## config.mk

```make
export PLATFORM = sky130hd
export DESIGN_NAME = pipelined_rc_adder
export DESIGN_NICKNAME = d
export VERILOG_FILES = /design/src/rtl/pipelined_rc_adder.sv
export SDC_FILE = /design/constraint.sdc
export NUM_CORES = 1
export LEC_CHECK = 0
export ABC_AREA = 1
export BUFFER_PORTS_ARGS = -buffer_cell sky130_fd_sc_hd__buf_2
export CAP_MARGIN = 10
export CORE_MARGIN = 2
export CORE_UTILIZATION = 50
export DETAILED_ROUTE_END_ITERATION = 8
export PLACE_DENSITY = 0.79
export SETUP_SLACK_MARGIN = 0.2
export SLEW_MARGIN = 5
export SYNTH_ARGS = -nofsm -noshare
export SYNTH_HDL_FRONTEND = slang
export SYNTH_SLANG_ARGS = --single-unit
```

## constraint.sdc

```tcl
create_clock -name clk -period 5.1 [get_ports clk]
set_clock_uncertainty 0.15 [all_clocks]
set_input_delay 0.255 -clock clk [delete_from_list [all_inputs] [get_ports clk]]
set_output_delay 0.255 -clock clk [all_outputs]
set_load 0.01 [all_outputs]
```

## src/rtl/pipelined_rc_adder.sv

```systemverilog
// Pipelined ripple-carry adder/subtractor.
// A WIDTH-bit add is split into STAGES chunks of CHUNK bits; each stage ripples
// one chunk using the carry registered by the previous stage. Operands not yet
// consumed and result chunks already produced travel along in skew registers.
// The last stage register is the output register. One global stall signal
// freezes every stage while the consumer back-pressures.
module pipelined_rc_adder #(
  parameter int WIDTH  = 16,
  parameter int STAGES = 4
) (
  input  logic             clk,
  input  logic             rst_n,
  input  logic             in_valid,
  output logic             in_ready,
  input  logic [WIDTH-1:0] a,
  input  logic [WIDTH-1:0] b,
  input  logic             carry_in,
  input  logic             sub,
  output logic             out_valid,
  input  logic             out_ready,
  output logic [WIDTH-1:0] sum,
  output logic             carry_out,
  output logic             overflow
);

  // Guarded so an illegal STAGES still elaborates far enough to report the error.
  localparam int NST   = (STAGES > 0) ? STAGES : 1;
  localparam int CHUNK = (WIDTH >= NST) ? (WIDTH / NST) : 1;
  localparam int LAST  = NST - 1;

  if (STAGES < 1 || WIDTH < 1 || (WIDTH % NST) != 0) begin : g_param_err
    $error("pipelined_rc_adder: WIDTH (%0d) must be a positive multiple of STAGES (%0d)",
           WIDTH, STAGES);
  end

  // Stage registers (index k = register written by stage k)
  logic [WIDTH-1:0] a_q [NST];
  logic [WIDTH-1:0] b_q [NST];
  logic [WIDTH-1:0] s_q [NST];
  logic             c_q [NST];
  logic             v_q [NST];
  logic             ovf_q;

  // Stage inputs: operands/carry feeding stage k, either from the ports or stage k-1
  logic [WIDTH-1:0] src_a [NST];
  logic [WIDTH-1:0] src_b [NST];
  logic [WIDTH-1:0] src_s [NST];
  logic             src_c [NST];
  logic             src_v [NST];

  // Next-state values
  logic [WIDTH-1:0] s_d   [NST];
  logic [CHUNK:0]   part_d [NST];
  logic             cmsb_d;
  logic             ovf_d;
  logic             advance;

  assign advance  = !out_valid || out_ready;
  assign in_ready = advance;

  for (genvar k = 0; k < NST; k++) begin : g_stage
    if (k == 0) begin : g_first
      // Subtraction is a + ~b + 1, so the operand is inverted once on entry.
      assign src_a[k] = a;
      assign src_b[k] = sub ? ~b : b;
      assign src_s[k] = '0;
      assign src_c[k] = sub | carry_in;
      assign src_v[k] = in_valid;
    end else begin : g_rest
      assign src_a[k] = a_q[k-1];
      assign src_b[k] = b_q[k-1];
      assign src_s[k] = s_q[k-1];
      assign src_c[k] = c_q[k-1];
      assign src_v[k] = v_q[k-1];
    end

    assign part_d[k] = {1'b0, src_a[k][k*CHUNK +: CHUNK]}
                     + {1'b0, src_b[k][k*CHUNK +: CHUNK]}
                     + {{CHUNK{1'b0}}, src_c[k]};
  end

  // Merge each stage's freshly computed chunk into the partial result it carries
  always_comb begin
    for (int unsigned k = 0; k < NST; k++) begin
      s_d[k] = src_s[k];
      s_d[k][k*CHUNK +: CHUNK] = part_d[k][CHUNK-1:0];
    end
  end

  // Signed overflow from the MSB chunk: carry into MSB recovered from a^b^sum at that bit
  always_comb begin
    cmsb_d = src_a[LAST][WIDTH-1] ^ src_b[LAST][WIDTH-1] ^ s_d[LAST][WIDTH-1];
    ovf_d  = cmsb_d ^ part_d[LAST][CHUNK];
  end

  // Pipeline registers: cleared on reset, all held together while stalled
  always_ff @(posedge clk or negedge rst_n) begin
    if (!rst_n) begin
      for (int unsigned k = 0; k < NST; k++) begin
        a_q[k] <= '0;
        b_q[k] <= '0;
        s_q[k] <= '0;
        c_q[k] <= 1'b0;
        v_q[k] <= 1'b0;
      end
      ovf_q <= 1'b0;
    end else if (advance) begin
      for (int unsigned k = 0; k < NST; k++) begin
        a_q[k] <= src_a[k];
        b_q[k] <= src_b[k];
        s_q[k] <= s_d[k];
        c_q[k] <= part_d[k][CHUNK];
        v_q[k] <= src_v[k];
      end
      ovf_q <= ovf_d;
    end
  end

  assign out_valid = v_q[LAST];
  assign sum       = s_q[LAST];
  assign carry_out = c_q[LAST];
  assign overflow  = ovf_q;

endmodule

```

# After elaboration in Yosys (flattened, before gate mapping)
# Cells that the tools add are included.
[op_classes]
shifts = 0
n_lt_le_gt_ge = 0
n_div = 0
addsub = 8
bitwise_logic = 5
reduce_logical = 2
n_eq_ne = 0
n_mul = 0
muxes = 1
[op_table]
columns = ["operator", "count"]
rows = [
  ["$add 4x4->5", 4],
  ["$add 5x1->5", 4],
  ["$mux 16", 1],
  ["$not 16->16", 1],
  ["$xor 1x1->1", 3],
  ["$logic_not 1->1", 1],
  ["$logic_or 1x1->1", 1],
  ["$or 1x1->1", 1],
]
[totals]
latchBits = 0
word_cells = 35
ram_bits = 0
ff_bits = 145
n_memories = 0
romBits = 0
inputBits = 38
out_inout_bits = 20

# Longest topological paths before layout
[logic_depth]
depth_word = 4
mapped_depth = 10
ltp_nobuf = 8

# Worst setup path before layout
# Ideal clock, no wire load.
[synth_path]
kind = "input port to flip-flop"
from = "input port sub"
to = "register c_q[3] (netlist bit)"
path_slack_ps = 2896
stages = 9
t_arrival_ps = 1928
cell_sequence = "buf_4 -> buf_6 -> or2_2 -> fa_1 -> fa_1 -> nand2_1 -> inv_1 -> o21ai_0 -> a21oi_1"
[synth_via]
elab_chain_len = 3
word_cells_on_any_way = 4
[synth_lines]
columns = ["element", "line", "rtl"]
rows = [
  ["start: declaration", "18", "input logic sub,"],
  ["$mux 16", "65", "assign src_b[k] = sub ? ~b : b;"],
  ["$add 4x4->5", "78", "+ {1'b0, src_b[k][k*CHUNK +: CHUNK]}"],
  ["$add 5x1->5 (*)", "79", "+ {{CHUNK{1'b0}}, src_c[k]};"],
  ["end signal: indexed assignment", "112", "c_q[k] <= part_d[k][CHUNK];"],
  ["end: declaration", "40", "logic c_q [NST];"],
]
# Mark *: on every way between the ends. The rest lies on a longest branch, timed or not.
# A chain may end at the register's enable or synchronous reset.

# Final worst setup path
[layout_path]
from = "register v_q (netlist bit out_valid)"
to = "output port in_ready"
[layout_via]
elab_chain_len = 2
[layout_lines]
columns = ["element", "line", "rtl"]
rows = [
  ["start: declaration", "41", "logic v_q [NST];"],
  ["start signal: indexed assignment", "113", "v_q[k] <= src_v[k];"],
  ["$logic_not 1->1", "58", "assign advance = !out_valid || out_ready;"],
  ["$logic_or 1x1->1", "58", ""],
  ["end: declaration", "14", "output logic in_ready,"],
]
# No other way between the ends.

==> qor.yml <==
cts:
  cts-htree-levels: 3
  post_cts_resized: 0
  cts-root-buf: "clkbuf_8"
  insertion_delay_ps: 350
  clk_pin_slew_ps: 90
  cts_tree: "done"
  numCtsBuffers: 9
  cts_num_sinks: 97
  cts_buffer_depth: 2
sta:
  rsz0062_at_grt: "no"
  fmax_mhz: 422
  worstMarginPinSlew_ps: 970
  layout_worst_path_cycle_share_pct: 46.5
  max_slew_margin_pct: 35.3
  period_minus_slack_ps: 2370
  final-setup-viol-count: 0
  totalNegativeSetupSlack_ps: 0
  finalHoldViolCount: 0
  drv_slew: 0
  fin_ws_ps: 2730
worst_setup_path:
  crit_type: "register to primary output"
  cp-start-kind: "register"
  worstPathMaxFanout: 51
  slowest_delay_ps: 510
  crit_cells: 5
  cpLargestDelayFamily: "buffers and inverters"
  crit_end: "in_ready"
  required_ps: 4700
  worst_r2r_path_depth: 8
  path_buf_inv: 4
  crit_path_cell_trace: "inv_1, nor2_4, inv_2, buf_4, buf_2"
  cpMaxStageDelayCell: "buf_4"
  r2r-start: "a_q[28]$_DFFE_PN0P_"
  r2r_end: "overflow$_DFFE_PN0P_"
  setup.worst_path.start: "out_valid$_DFFE_PN0P_"
  worstSetupEndpointType: "primary output"
  worstPathArrival_ps: 1970
  r2r_slack_ps: 3100
synth:
  yosysMostFrequentCell: "nand2_1"
  async_reset_ff_share_pct: 100
  syn_nets: 535
  synth_area_per_cell_um2: 9.07
  ys_seq_area_share_pct: 56.1
  syn_area_um2: 4330
  ys_ff_latch: 97
  synth_edf_count: 0
  synthTopCellsByArea: "dfrtp_1 56%, nand2_1 18%, o21ai_0 5.3%"
  synth_top_flop_cell: "dfrtp_1"
  synth_top_cell_by_area: "dfrtp_1"
  ys_top_cells_by_count: "204 x nand2_1, 97 x dfrtp_1, 46 x o21ai_0, 27 x inv_1"
  syn_inst: 477
  yosysWarnings: 0
  synth_top_area_share_pct: 56.1
  synth_cell_types: 21
finish:
  n_antenna_cell: 0
  fill_cells: 694
  finalNetCount: 597
  finalNonFillerCells: 647
  drive_gt1_share_pct: 14.6
  area_growth_pct: 14.6
floorplan:
  initial_core_util_pct: 52.1
  ios: 58
  num_rows: 33
  die_x_um: 97.0
  fp.dieArea_um2: 9420
  fp.dieH_um: 97.0
  core-area_um2: 8300
place:
  dp_hpwl_um: 5210
  dp_worst_setup_slack_ps: 2820
  numPortBuffers: 57
  gp_congestion: 0.821
  placed_cells: 619
power:
  power_frac_seq_pct: 45.8
  sw_frac_of_total_pct: 37.9
  internal-power_mw: 1.75
  pwr-share-comb_pct: 37.1
  ir_worst_vdd_uv: 179
  total_leakage_power_nw: 2.58
  power_density_nw_per_um2: 570
  netSwitchingPower_mw: 1.07
  clkPwrFrac_pct: 17.1
detailed_routing:
  dr.first_iter.drc_count: 151
  post-route-drc-count: 0
  viasPerCell: 4.87
  ant_nets: 0
  vias: 3151
  drt_wl_total_um: 8000
  dr.pass1.iters: 4
  routedWlPerCell_um: 12.4
min_path:
  hold_class: "primary input to register"
grt:
  grt_first_pass_wirelength_um: 14100
  grt_max_degree: 110
  grt_overflow_total: 0
  grtUsageTotal_pct: 18.1
  antenna_found_initial: 0
  grt_pass1_vias: 3069
flow_run:
  drv_cap: 0
status:
  status: "completed"
[cells in the final DEF (no fill, tap or decap), types with 2 or more instances in the layout]
cell type      instances
a21oi_1                5
buf_2                 56
buf_4                  4
clkbuf_8              10
dfrtp_1               97
dlygate4sd3_1         14
fa_1                   8
ha_1                  12
inv_1                 27
nand2_1              204
nand3_1               13
nor2_1                14
o21ai_0               46
o21ai_1                3
o31ai_1                2
or2_2                  4
xnor2_1               12
xor2_1                 4
[flip-flops by register name (all words and copies together) (netlist names)]
| name | count |
|---|---|
| b_q | 24 |
| out_valid | 1 |
| c_q | 3 |
| s_d | 24 |
| carry_out | 1 |
| a_q | 24 |
| src_v | 3 |
| sum | 16 |
| overflow | 1 |
[per-stage QoR]
| stage | area (µm²) | hold slack, ps | total power [mW] | utilization [%] |
|---|---|---|---|---|
| 2_1_floorplan | 4330 | -191 | 2.05 | - |
| 3_3_place_gp | 4640 | 102 | 2.27 | 55.9 |
| 3_5_place_dp | 4640 | 107 | 2.35 | 55.9 |
| 4_1_cts | 4960 | 27.4 | 2.84 | 59.8 |
| 5_1_grt | 4960 | 49.3 | 3.09 | 59.8 |
| 6_report | 4960 | 32.4 | 2.83 | 59.8 |
[tightest hold or removal path: stages]
cell	delay [ps]
buf_2	80
xnor2_1	100
o21ai_0	60
[repair_timing]
| item | CTS | global route |
|---|---|---|
| endpoints found under the setup margin | 0 | 0 |
| hold buffers | 14 | 0 |
| hold endpoints to repair | 51 | 0 |
| buffers inserted | 0 | 0 |
[worst min path at each step]
stage                               end  slack, ps  cells after the start   from
detailed placement  s_d[33]$_DFFE_PN0P_        110                      1  rst_n
floorplan           a_q[28]$_DFFE_PN0P_       -190                      0  rst_n
global placement    s_d[33]$_DFFE_PN0P_        100                      1  rst_n
finish              b_q[60]$_DFFE_PN0P_         30                      3  b[12]
CTS                 b_q[58]$_DFFE_PN0P_         30                      3  b[10]
global route        b_q[58]$_DFFE_PN0P_         50                      3  b[10]
[final cells by class]
class                      instances  area (µm²)  share of cell area (%)
tap                              105         131                    2.65
timing repair buffer              74         450                    9.08
sequential                        97        2430                    48.9
clock inverter                     3        42.5                   0.858
clock buffer                      11         141                    2.85
multi-input combinational        329        1660                    33.5
inverter                          28         105                    2.12
[cell families (layout without fill, tap and decap cells)]
kind of cell / Yosys count / in the layout / synth area share (%)
flops: 97 / 97 / 56.1
compound gates: 56 / 56 / 6.59
simple gates: 237 / 237 / 21.3
buf+inv: 51 / 116 / 5.61
fa+ha+maj: 20 / 20 / 7.17
xor+xnor: 16 / 16 / 3.24
[power by group through the flow]
| stage | Sequential, mW | Clock [mW] | Combinational, mW |
|---|---|---|---|
| after floorplan | 1.30 | 0 | 0.748 |
| after global placement | 1.29 | 0 | 0.978 |
| after detailed placement | 1.31 | 0 | 1.04 |
| after CTS | 1.30 | 0.487 | 1.06 |
| after global routing | 1.34 | 0.519 | 1.23 |
| final | 1.29 | 0.483 | 1.05 |
[per-layer routing]
layer / track usage, % / wire length, µm / vias to the layer above
li1: - / - / 1603
met1: 26.0 / 3880 / 1450
met2: 28.0 / 3660 / 81
met3: 2.38 / 302 / 17
met4: 7.37 / 155 / 0
met5: 0 / 0 / -
No activity file was read; power rests on OpenSTA's default activity.
